## src/rtl/fmdll_pkg.sv

```systemverilog
// fmdll_pkg: shared encodings for the FMDLL control-code loop.
package fmdll_pkg;
  typedef enum logic [1:0] {
    SEL_HOLD = 2'b00,
    SEL_UP   = 2'b01,
    SEL_DN   = 2'b10,
    SEL_INV  = 2'b11
  } sel_e;
  typedef enum logic [1:0] {
    ST_IDLE   = 2'b00,
    ST_COARSE = 2'b01,
    ST_FINE   = 2'b10,
    ST_LOCK   = 2'b11
  } state_e;
  typedef enum logic [1:0] {
    DIR_NONE = 2'b00,
    DIR_UP   = 2'b01,
    DIR_DN   = 2'b10
  } dir_e;
endpackage

```

## src/rtl/fmdll_sat_addsub.sv

```systemverilog
// fmdll_sat_addsub: code +/- step computed one bit wider, clamped to [0, 2^CODE_W-1].
module fmdll_sat_addsub #(
  parameter int CODE_W = 6
) (
  input  logic [CODE_W-1:0] i_code,
  input  logic [CODE_W-1:0] i_step,
  input  logic              i_up,
  output logic [CODE_W-1:0] o_code,
  output logic              o_sat
);
  logic [CODE_W:0] w_sum;
  // Both operands are below 2^CODE_W, so the extra bit flags overflow and underflow alike.
  assign w_sum  = i_up ? {1'b0, i_code} + {1'b0, i_step} : {1'b0, i_code} - {1'b0, i_step};
  assign o_sat  = w_sum[CODE_W];
  assign o_code = o_sat ? (i_up ? '1 : '0) : w_sum[CODE_W-1:0];
endmodule

```

## src/rtl/fmdll_code_ctrl.sv

```systemverilog
// fmdll_code_ctrl: integrates per-window Sel verdicts into a saturating delay-line code,
// with coarse binary-search acquisition, fine +/-1 tracking and dither-based lock.
module fmdll_code_ctrl
  import fmdll_pkg::*;
#(
  parameter int CODE_W    = 6,
  parameter int CODE_RST  = 32,
  parameter int STEP_INIT = 8,
  parameter int LOCK_CNT  = 4
) (
  input  logic              clk_ext,
  input  logic              rst_n,
  input  logic              en,
  input  logic              DIV_M,
  input  logic [1:0]        Sel,
  output logic [CODE_W-1:0] ctrl_code,
  output logic              lock,
  output logic [1:0]        state,
  output logic              sat
);
  localparam int CNT_W = $clog2(LOCK_CNT + 1);
  localparam logic [CODE_W-1:0] C_RST  = CODE_W'(CODE_RST);
  localparam logic [CODE_W-1:0] C_STEP = CODE_W'(STEP_INIT);
  localparam logic [CNT_W-1:0]  C_LOCK = CNT_W'(LOCK_CNT);

  state_e            r_state, w_state_nx;
  dir_e              r_dir, w_dir_nx, w_dir_sel;
  logic [CODE_W-1:0] r_code, w_code_nx, r_step, w_step_nx, w_step_eff, w_sum;
  logic [CNT_W-1:0]  r_cnt, w_cnt_nx;
  logic              r_lock, w_lock_nx, r_sat, w_sat_nx, r_div_m_q;
  logic              w_win, w_mv, w_up, w_rev, w_same, w_add_sat;

  assign w_win      = DIV_M & ~r_div_m_q;
  assign w_up       = Sel == SEL_UP;
  assign w_mv       = w_win & (w_up | (Sel == SEL_DN));
  assign w_dir_sel  = w_up ? DIR_UP : DIR_DN;
  assign w_rev      = (r_dir != DIR_NONE) && (w_dir_sel != r_dir);
  assign w_same     = w_mv & (w_dir_sel == r_dir);
  assign w_step_eff = (r_state == ST_COARSE && w_rev) ? r_step >> 1 : r_step;

  fmdll_sat_addsub #(.CODE_W(CODE_W)) u_addsub (
    .i_code (r_code),
    .i_step (w_step_eff),
    .i_up   (w_up),
    .o_code (w_sum),
    .o_sat  (w_add_sat)
  );

  always_comb begin
    w_state_nx = r_state;
    w_dir_nx   = r_dir;
    w_code_nx  = r_code;
    w_step_nx  = r_step;
    w_cnt_nx   = r_cnt;
    w_lock_nx  = r_lock;
    w_sat_nx   = r_sat;
    if (!en) begin
      w_state_nx = ST_IDLE;
      w_dir_nx   = DIR_NONE;
      w_code_nx  = C_RST;
      w_step_nx  = C_STEP;
      w_cnt_nx   = '0;
      w_lock_nx  = 1'b0;
      w_sat_nx   = 1'b0;
    end else begin
      case (r_state)
        ST_IDLE: w_state_nx = ST_COARSE;
        ST_COARSE: if (w_mv) begin
          w_code_nx = w_sum;
          w_sat_nx  = w_add_sat;
          w_step_nx = w_step_eff;
          w_dir_nx  = w_dir_sel;
          if (w_step_eff == CODE_W'(1)) begin
            w_state_nx = ST_FINE;
            w_cnt_nx   = '0;
          end
        end
        default: if (w_win) begin
          if (w_mv) begin
            w_code_nx = w_sum;
            w_sat_nx  = w_add_sat;
            w_dir_nx  = w_dir_sel;
          end
          // Reversals and holds count toward lock; the counter parks at LOCK_CNT while locked.
          w_cnt_nx = w_same ? '0 : (r_cnt == C_LOCK ? r_cnt : r_cnt + 1'b1);
          if (r_state == ST_LOCK && w_same) begin
            w_state_nx = ST_FINE;
            w_lock_nx  = 1'b0;
          end else if (r_state == ST_FINE && w_cnt_nx == C_LOCK) begin
            w_state_nx = ST_LOCK;
            w_lock_nx  = 1'b1;
          end
        end
      endcase
    end
  end

  always_ff @(posedge clk_ext or negedge rst_n) begin
    if (!rst_n) begin
      r_state   <= ST_IDLE;
      r_dir     <= DIR_NONE;
      r_code    <= C_RST;
      r_step    <= C_STEP;
      r_cnt     <= '0;
      r_lock    <= 1'b0;
      r_sat     <= 1'b0;
      r_div_m_q <= 1'b0;
    end else begin
      r_state   <= w_state_nx;
      r_dir     <= w_dir_nx;
      r_code    <= w_code_nx;
      r_step    <= w_step_nx;
      r_cnt     <= w_cnt_nx;
      r_lock    <= w_lock_nx;
      r_sat     <= w_sat_nx;
      r_div_m_q <= DIV_M;
    end
  end

  assign ctrl_code = r_code;
  assign lock      = r_lock;
  assign state     = r_state;
  assign sat       = r_sat;
endmodule

```

## config.mk

```make
export PLATFORM = sky130hd
export DESIGN_NAME = fmdll_code_ctrl
export DESIGN_NICKNAME = d
export VERILOG_FILES = /design/src/rtl/fmdll_pkg.sv /design/src/rtl/fmdll_sat_addsub.sv /design/src/rtl/fmdll_code_ctrl.sv
export SDC_FILE = /design/constraint.sdc
export NUM_CORES = 1
export LEC_CHECK = 0
export CAP_MARGIN = 10
export CORE_UTILIZATION = 64
export CTS_BUF_LIST = sky130_fd_sc_hd__clkbuf_8
export DETAILED_ROUTE_END_ITERATION = 10
export PLACE_DENSITY = 0.88
export SYNTH_ARGS = -nofsm -noshare
export SYNTH_HDL_FRONTEND = slang
export SYNTH_SLANG_ARGS = --single-unit
```

## constraint.sdc

```tcl
create_clock -name clk_ext -period 7.5 [get_ports clk_ext]
set_input_delay 0.75 -clock clk_ext [delete_from_list [all_inputs] [get_ports clk_ext]]
set_output_delay 0.75 -clock clk_ext [all_outputs]
set_load 0.005 [all_outputs]
```

==> metrics.cfg <==
[clock_network]
htreeDepth = 1
cts_buffers = 3
cts_resized = 0
cts_hold_buffers = 0
cts_tree = yes
clk_path_buf_depth = 2
cts_sinks = 22
cts_root_buf = clkbuf_8
clkSlewWorstSetupHoldPaths_ns = 0.08
clock_latency_ns = 0.27
cts_setup_buffers = 0

[pwr]
powerDensity_nw_per_um2 = 130
leakagePower_nw = 0.881
ir_drop_v = 0.000128

[layout]
nets = 215
area_growth_pct = 11.1
final_common_cell = dfrtp_1
layout_common_cells = dfrtp_1, clkdlybuf4s50_1, nor2_1, nand2_1, a21oi_1
diodes = 0
fillers = 189
stdcell_area_sq_um = 1840
final_layout_size_suffix_gt1_frac = 0.0462

[placed_design]
place_hpwl_microns = 2770
routabilityCongestion = 0.905
port_buffers = 15
dpl_cell_area_sq_um = 1800

[global_route]
grt_usage = 0.307
grt_pass1_vias = 1334
grt_max_degree = 23
antenna_found_initial = 0
grt_pass1_wl_microns = 6190
grt_remaining_overflow = 0

[setup_path]
max_stage_delay_ns = 0.51
cp-end-kind = register
crit_arrival_ns = 5.20
timing.rr.start = state[1]
cpMostUsedCell = ha_1
slowest_stage = a31oi_1
ff2ff_path_depth = 15
crit_type = primary input to register
r2r-end = ctrl_code[0]
crit_chain = clkdlybuf4s50_1 > ha_1 > mux2i_1 > or2_1 > and2_4 > a21oi_1 > ha_1 > nand2b_1 > or2_2 > a31oi_1 > o22ai_1 > a21oi_1 > ha_1 > a31oi_1 > nor3b_1 > a21o_1 > a221o_1
cp_top_family = compound AO/OA/AOI/OAI gates
required_ns = 7.65
start_kind = primary input
cp_num_buf_inv = 1
reg2reg_slack_ns = 3.38
cp_max_fo = 17

[synth]
synth_largest_area_cell = dfrtp_1
synthTopCellsByArea = dfrtp_1, ha_1, mux2i_1, a21oi_1, dfstp_2
synth_cells = 186
synthSimpleGateAreaFrac = 0.194
ys_warn_count = 0
synth_compound_area_frac = 0.234
ys_ff_latch = 22
synth-xor-area-share = 0.0317
synth.net_count = 205
async_reset_ff_frac = 1.00
synth_top_family_by_area = compound AO/OA/AOI/OAI gates
synthAdderAreaFrac = 0.103
synth_top_area_share = 0.302
syn_area_sq_um = 1660
synthMuxAreaShare = 0.0491
ys_seq_area_frac = 0.334
syn_avg_cell_area_sq_um = 8.91
synth-edff-count = 0
synth_cell_type_count = 47
yosys_most_used_dff = dfrtp_1

[floorplan]
die_h_microns = 52.9
num_io_pins = 16
fp-row-count = 18
coreArea_sq_um = 2450
die_w_microns = 52.9
start_util = 0.675
die-area_sq_um = 2800

[drt]
ant_nets = 0
drtPass1Iterations = 4
routed_wl_microns = 3750
routed-via-count = 1445
drc = 0
wl_per_cell_microns = 16.7
first_iter_violations = 61
viasPerCell = 6.42

[sta]
finalSetupViolCount = 0
rsz0062_at_grt = no
finalSetupTns_ns = 0
hold_viol = 0
max_slew_margin = 0.339
skew_ns = 0.00359
fin_crit_ns = 5.05
period_share = 0.674
final_max_slew_viol_count = 0
fmax_ghz = 0.198
worst_pin_slew_ns = 0.988

[worst_hold_path]
hold_path_depth = 2
hold_start = ctrl_code[5]
hp-class = register to register
hold_path_end = ctrl_code[5]

[run]
max-cap-violations = 0

[run_status]
status = finished clean

[power breakdown]
part / switching, W / internal, W
clock network: 0.0000390 / 0.0000366
registers: 0.00000294 / 0.000121
logic: 0.0000222 / 0.0000175
total: 0.0000641 / 0.000175
[Yosys cell counts (2+ instances only)]
master,count
nor2_1,14
nor3b_1,5
dfrtp_1,20
a221o_1,4
xor2_1,3
o31ai_1,4
o21bai_1,2
o311ai_0,2
ha_1,12
xnor2_1,3
a21o_1,4
a211oi_1,2
nand3_1,2
nor4_1,3
o211a_1,4
nand2b_1,3
nor2b_1,5
and3_1,2
o211ai_1,2
inv_1,11
o21ai_0,7
dfstp_2,2
o22ai_1,4
mux2i_1,7
nand3b_1,2
clkbuf_1,8
a31oi_1,3
a21oi_1,13
nand2_1,14
and2_1,2
[tightest hold or removal path: cells and delay by family, from the launching register on]
kind | cells | cell delay, ns
AO/OA/AOI/OAI | 1 | 0.05
flip-flops | 1 | 0.39
buffers and inverters | 1 | 0.05
[cell families (layout without fill, tap and decap cells)]
group | Yosys count | count (layout)
multiplexers | 8 | 8
flip-flops | 22 | 22
adder cells (fa/ha/maj) | 13 | 13
AND/OR/NAND/NOR | 60 | 60
XOR/XNOR | 6 | 6
buffers and inverters | 21 | 30
AO/OA/AOI/OAI | 56 | 56
[per-stage QoR]
step | hold WS, ns | cells | util | total power (W) | setup WS [ns]
2_1_floorplan | 0.454 | 186 | - | 0.000151 | 3.31
3_3_place_gp | 0.476 | 221 | 0.731 | 0.000163 | 2.46
3_5_place_dp | 0.489 | 221 | 0.731 | 0.000165 | 2.26
4_1_cts | 0.498 | 225 | 0.750 | 0.000241 | 2.54
5_1_grt | 0.531 | 225 | 0.750 | 0.000251 | 2.20
6_report | 0.499 | 225 | 0.750 | 0.000239 | 2.45
[metal layers]
layer,global-route usage,share of wire,up-vias
met5,0,0,-
met3,0.0402,0.070,9
met4,0.123,0.020,0
met2,0.487,0.46,66
li1,-,-,690
met1,0.418,0.45,680
[layout make-up]
cell class              instances  area [sq um]  share of cell area
multi-input cells             143          1010               0.551
flip-flops and latches         22           553               0.300
repair buffers                 15           150              0.0816
clock buffers                   3          41.3              0.0224
inverters                      11          41.3              0.0224
well taps                      30          37.5              0.0204
clock inverters                 1          3.75             0.00204
[registers in the layout, summed over array words and instances (netlist names)]
register and flops:
ctrl_code 6, lock 1, r_cnt 3, r_dir 2
r_div_m_q 1, r_step 6, sat 1, state 2
[how the worst max path moves through the flow]
stage / start / to / slack (ns) / depth (start not counted)
global route: Sel[1] / ctrl_code[3] / 2.20 / 18
CTS: Sel[0] / ctrl_code[2] / 2.54 / 17
detailed placement: Sel[0] / ctrl_code[0] / 2.26 / 17
global placement: Sel[0] / ctrl_code[2] / 2.46 / 17
finish: Sel[0] / ctrl_code[0] / 2.45 / 17
floorplan: Sel[1] / ctrl_code[0] / 3.31 / 19
No activity file was read; power rests on OpenSTA's default activity.
==> variant 1 (config.mk and constraints unchanged) <==
Change the parameter `LOCK_CNT` from 4 to 2.
--- a/src/rtl/fmdll_code_ctrl.sv
+++ b/src/rtl/fmdll_code_ctrl.sv
@@ -6,7 +6,7 @@
   parameter int CODE_W    = 6,
   parameter int CODE_RST  = 32,
   parameter int STEP_INIT = 8,
-  parameter int LOCK_CNT  = 4
+  parameter int LOCK_CNT  = 2
 ) (
   input  logic              clk_ext,
   input  logic              rst_n,
Formal check against the unedited RTL: no difference found for any inputs over 10 cycles, from zero or initial values and one cycle with rst_n low; that may be too few to reach the edited logic, so the function may still have changed.
==> variant 1 against the original RTL <==
  * Global-route usage grew 3.2 points
  * Final area grew 1.8%
  * Core utilization grew 0.68 points
  * Setup slack gained 0.16 ns
  * Highest routed layer unchanged
  * Routed wire length grew 11%
  * Critical path type unchanged
  * Total power grew 3.0%
  * Sequential cell count shrank 1
  * Count of clock-buffer cells in the layout is the same
  * Area after synthesis grew 1.5%
==> variant 1: results (changes against the original RTL) <==
R2r setup slk: 3.71 ns (was 3.38 ns)
Post-Syn Nets: 209 (was 205)
Vias in the first global route: 1438 (was 1334)
VDD IR-drop max: 0.167 mV (was 0.128 mV)
Hold WS: 0.538 ns (was 0.499 ns)
Hold Crit Start: r_cnt[1]$_DFFE_PN0P_ (was ctrl_code[5]$_DFFE_PN1P_)
DRT Wirelength: 4170 um (was 3750 um)
Worst reg2reg path depth: 16 (was 15)
Clock skew after layout: 0.0102 ns (was 0.00359 ns)
FF-to-FF End: ctrl_code[4]$_DFFE_PN0P_ (was ctrl_code[0]$_DFFE_PN0P_)
Cell internal pwr: 0.173 mW (was 0.175 mW)
Outcome: finished clean (unchanged)
Routability cong.: 0.895 (was 0.905)
Unique masters post-synth: 53 (was 47)
Nets: 221 (was 215)
Lkg Pwr: 0.755 nW (was 0.881 nW)
Hpwl dp: 3070 um (was 2770 um)
Max stage delay cell, worst path: ha_1 (was a31oi_1)
Sequential fraction of the synthesis area: 31.4% (was 33.4%)
Max stage delay on crit path: 0.60 ns (was 0.51 ns)
Initial DRC Count: 42 (was 61)
First-pass GRT wire length: 6790 um (was 6190 um)
Via/cell ratio: 6.53 (was 6.42)
Largest net degree at the start of global routing: 22 (was 23)
R2r startpoint: state[0]$_DFFE_PN0P_ (was state[1]$_DFFE_PN0P_)
Layout cells sized above 1: 10.4% (was 4.62%)
variant 1: cell count changes after synthesis, moves of 4 or more:
| cell | change |
|---|---|
| o22ai_1 | -4 |
| nor2b_1 | -5 |
| nand2_1 | +5 |
| clkbuf_1 | -4 |
| o311ai_1 | +4 |
| nor2_1 | +4 |
| nor3_1 | +4 |
| a221o_1 | -4 |
variant 1: power groups by stage:
stage               logic (mW)  clock network (mW)  registers [mW]
floorplan               0.0313                   0           0.120
global placement        0.0441                   0           0.121
detailed placement      0.0458                   0           0.121
CTS                     0.0464              0.0817           0.119
global route            0.0517              0.0842           0.120
finish                  0.0470              0.0803           0.119
variant 1: worst max-delay path by stage:
stage / cells past startpoint / to / slack (ns)
after global routing: 18 / ctrl_code[3]$_DFFE_PN0P_ / 2.18
after floorplan: 19 / ctrl_code[4]$_DFFE_PN0P_ / 3.68
after global placement: 18 / ctrl_code[3]$_DFFE_PN0P_ / 2.62
final: 18 / ctrl_code[4]$_DFFE_PN0P_ / 2.61
after CTS: 18 / ctrl_code[3]$_DFFE_PN0P_ / 2.67
after detailed placement: 18 / ctrl_code[3]$_DFFE_PN0P_ / 2.40
variant 1: cells by family after synthesis:
group	after synthesis	synth area share [%]
AOI/OAI and AO/OA	55	22.5
xor gates and xnor gates	6	3.57
adders and majority gates	12	9.37
buffers and inverters	20	5.28
DFF	21	31.4
muxes	9	6.47
and+or+nand+nor	68	21.4
variant 1: routing by layer:
metal | vias up | share of wire [%] | wire length, um | global-route usage (%)
met1 | 729 | 42 | 1760 | 45.0
met5 | - | 0 | 0 | 0
li1 | 711 | - | - | -
met2 | 63 | 48 | 1980 | 51.0
met3 | 12 | 7.4 | 310 | 6.61
met4 | 0 | 2.7 | 112 | 18.9
variant 1: cell type report:
| class | count | area share [%] |
|---|---|---|
| Clock inverter | 1 | 0.401 |
| Sequential cell | 21 | 28.2 |
| Tap cell | 30 | 2.00 |
| Timing Repair Buffer | 15 | 8.01 |
| Inverter | 12 | 2.40 |
| Clock buffer | 3 | 2.20 |
| Multi-Input combinational cell | 150 | 56.8 |
variant 1: through the flow:
| stage | worst slack [ns] | cell area (um^2) | cells |
|---|---|---|---|
| detailed placement | 2.40 | 1830 | 228 |
| floorplan | 3.68 | 1680 | 191 |
| global route | 2.18 | 1870 | 232 |
| CTS | 2.67 | 1870 | 232 |
| finish | 2.61 | 1870 | 232 |
| global placement | 2.62 | 1830 | 228 |
==> variant 2 (same settings) <==
Without the edit above. Re-encode `dir_e` (3 values) as one-hot, 3 bits wide.
--- a/src/rtl/fmdll_pkg.sv
+++ b/src/rtl/fmdll_pkg.sv
@@ -12,10 +12,10 @@
     ST_FINE   = 2'b10,
     ST_LOCK   = 2'b11
   } state_e;
-  typedef enum logic [1:0] {
-    DIR_NONE = 2'b00,
-    DIR_UP   = 2'b01,
-    DIR_DN   = 2'b10
+  typedef enum logic [2:0] {
+    DIR_NONE = 3'b001,
+    DIR_UP   = 3'b010,
+    DIR_DN   = 3'b100
   } dir_e;
 endpackage
 
Check against the original RTL: same outputs for any inputs over 10 cycles, from zero or initial values and one cycle with rst_n low; not proved beyond that.
==> variant 2 against the original RTL <==
  * Total power grew 13%
  * Final area grew 7.5%
  * Area after synthesis grew 8.1%
  * Final cell count grew 8.0%
  * Register-to-register slack gained 0.19 ns
  * Sequential share of layout area shrank 0.78 points
  * Combinational power grew 50%
  * First-iteration DRC count shrank 36%
  * Critical path depth grew 1
  * Routed wire length grew 11%
  * Sequential cell count grew 1
  * Clock skew is essentially flat
  * Setup slack gained 0.18 ns
  * Critical path type unchanged
  * Critical endpoint is now ctrl_code[3]$_DFFE_PN0P_
==> variant 2: results (changes against the original RTL) <==
Max stage delay on crit path: 0.45 ns (was 0.51 ns)
Max stage delay cell, worst path: clkdlybuf4s50_1 (was a31oi_1)
Peak Freq: 205 MHz (was 198 MHz)
Worst relative slew slack: 33.9% (about the same)
Area contributors post-synth: dfrtp_1 28%, ha_1 9.1%, a21oi_1 6.4% (was dfrtp_1 30%, ha_1 9.1%, mux2i_1 4.2%)
Vias in the first global route: 1484 (was 1334)
Multi-input combinational cell area: 0.00112 mm^2 (was 0.00101 mm^2)
Clk tree area frac: 2.34% (was 2.45%)
Outcome: finished clean (unchanged)
Largest net degree at the start of global routing: 24 (was 23)
R2r startpoint: r_dir[1]$_DFFE_PN0P_ (was state[1]$_DFFE_PN0P_)
Clock network power share: 28.6% (was 31.6%)
Lkg Pwr: 0.828 nW (was 0.881 nW)
Non-clk buf share: 7.59% (was 8.16%)
CP max FO: 15 (was 17)
Multi-In Gates: 159 (was 143)
Seq Cell Count: 23 (was 22)
Sequential cell area: 579 um^2 (was 553 um^2)
Post-Syn Nets: 222 (was 205)
Pre-CTS setup slack: 2.39 ns (was 2.26 ns)
Routability cong.: 0.916 (was 0.905)
VDD IR-drop max: 0.135 mV (was 0.128 mV)
Hpwl dp: 3020 um (was 2770 um)
Largest delay contributor family on the critical path: simple AND/OR/NAND/NOR gates (was compound AO/OA/AOI/OAI gates)
Nets: 234 (was 215)
Placed inst area: 0.00193 mm^2 (was 0.00180 mm^2)
R2r setup slk: 3.57 ns (was 3.38 ns)
First-pass GRT wire length: 6510 um (was 6190 um)
Reg power frac: 49.4% (was 51.8%)
Initial DRC Count: 39 (was 61)
Unique masters post-synth: 60 (was 47)
Worst EP arrival: 5.01 ns (was 5.20 ns)
Seq. pwr: 0.133 mW (was 0.124 mW)
Hold WS: 0.495 ns (was 0.499 ns)
Worst Setup EP: ctrl_code[3]$_DFFE_PN0P_ (was ctrl_code[0]$_DFFE_PN0P_)
Cell internal pwr: 0.191 mW (was 0.175 mW)
Endpoint, Worst Hold: r_dir[0]$_DFFE_PN1P_ (was ctrl_code[5]$_DFFE_PN1P_)
Sequential fraction of the synthesis area: 32.4% (was 33.4%)
Clk buf depth: 2 (unchanged)
Fillers: 187 (was 189)
Dpl cells: 239 (was 221)
==> variant 2: cell types whose count changed after synthesis, sizes merged, moves of 5 or more <==
| cell | change |
|---|---|
| clkbuf | -5 |
| o21ai | +5 |
| nand3 | +10 |
| nor2b | -5 |
| a21oi | +12 |
==> variant 2: cells by family after synthesis <==
kind of cell	synth area share, %
AOI/OAI and AO/OA	23.0
xor gates and xnor gates	2.45
adders and majority gates	10.2
buffers and inverters	5.03
DFF	32.4
muxes	2.80
and+or+nand+nor	24.2
==> variant 2: worst min-delay path, stage by stage, from the launching register on <==
cell	delay, ns
dfstp_2	0.39
nand2_1	0.06
nand2_1	0.05
==> variant 2: layer usage <==
metal  vias up  share of wire [%]  global-route usage (%)
met1       757                 46                    39.9
met2        45                 48                    50.4
met4         0                1.7                    10.0
met3         8                4.4                    4.37
met5         -                  0                       0
li1        759                  -                       -
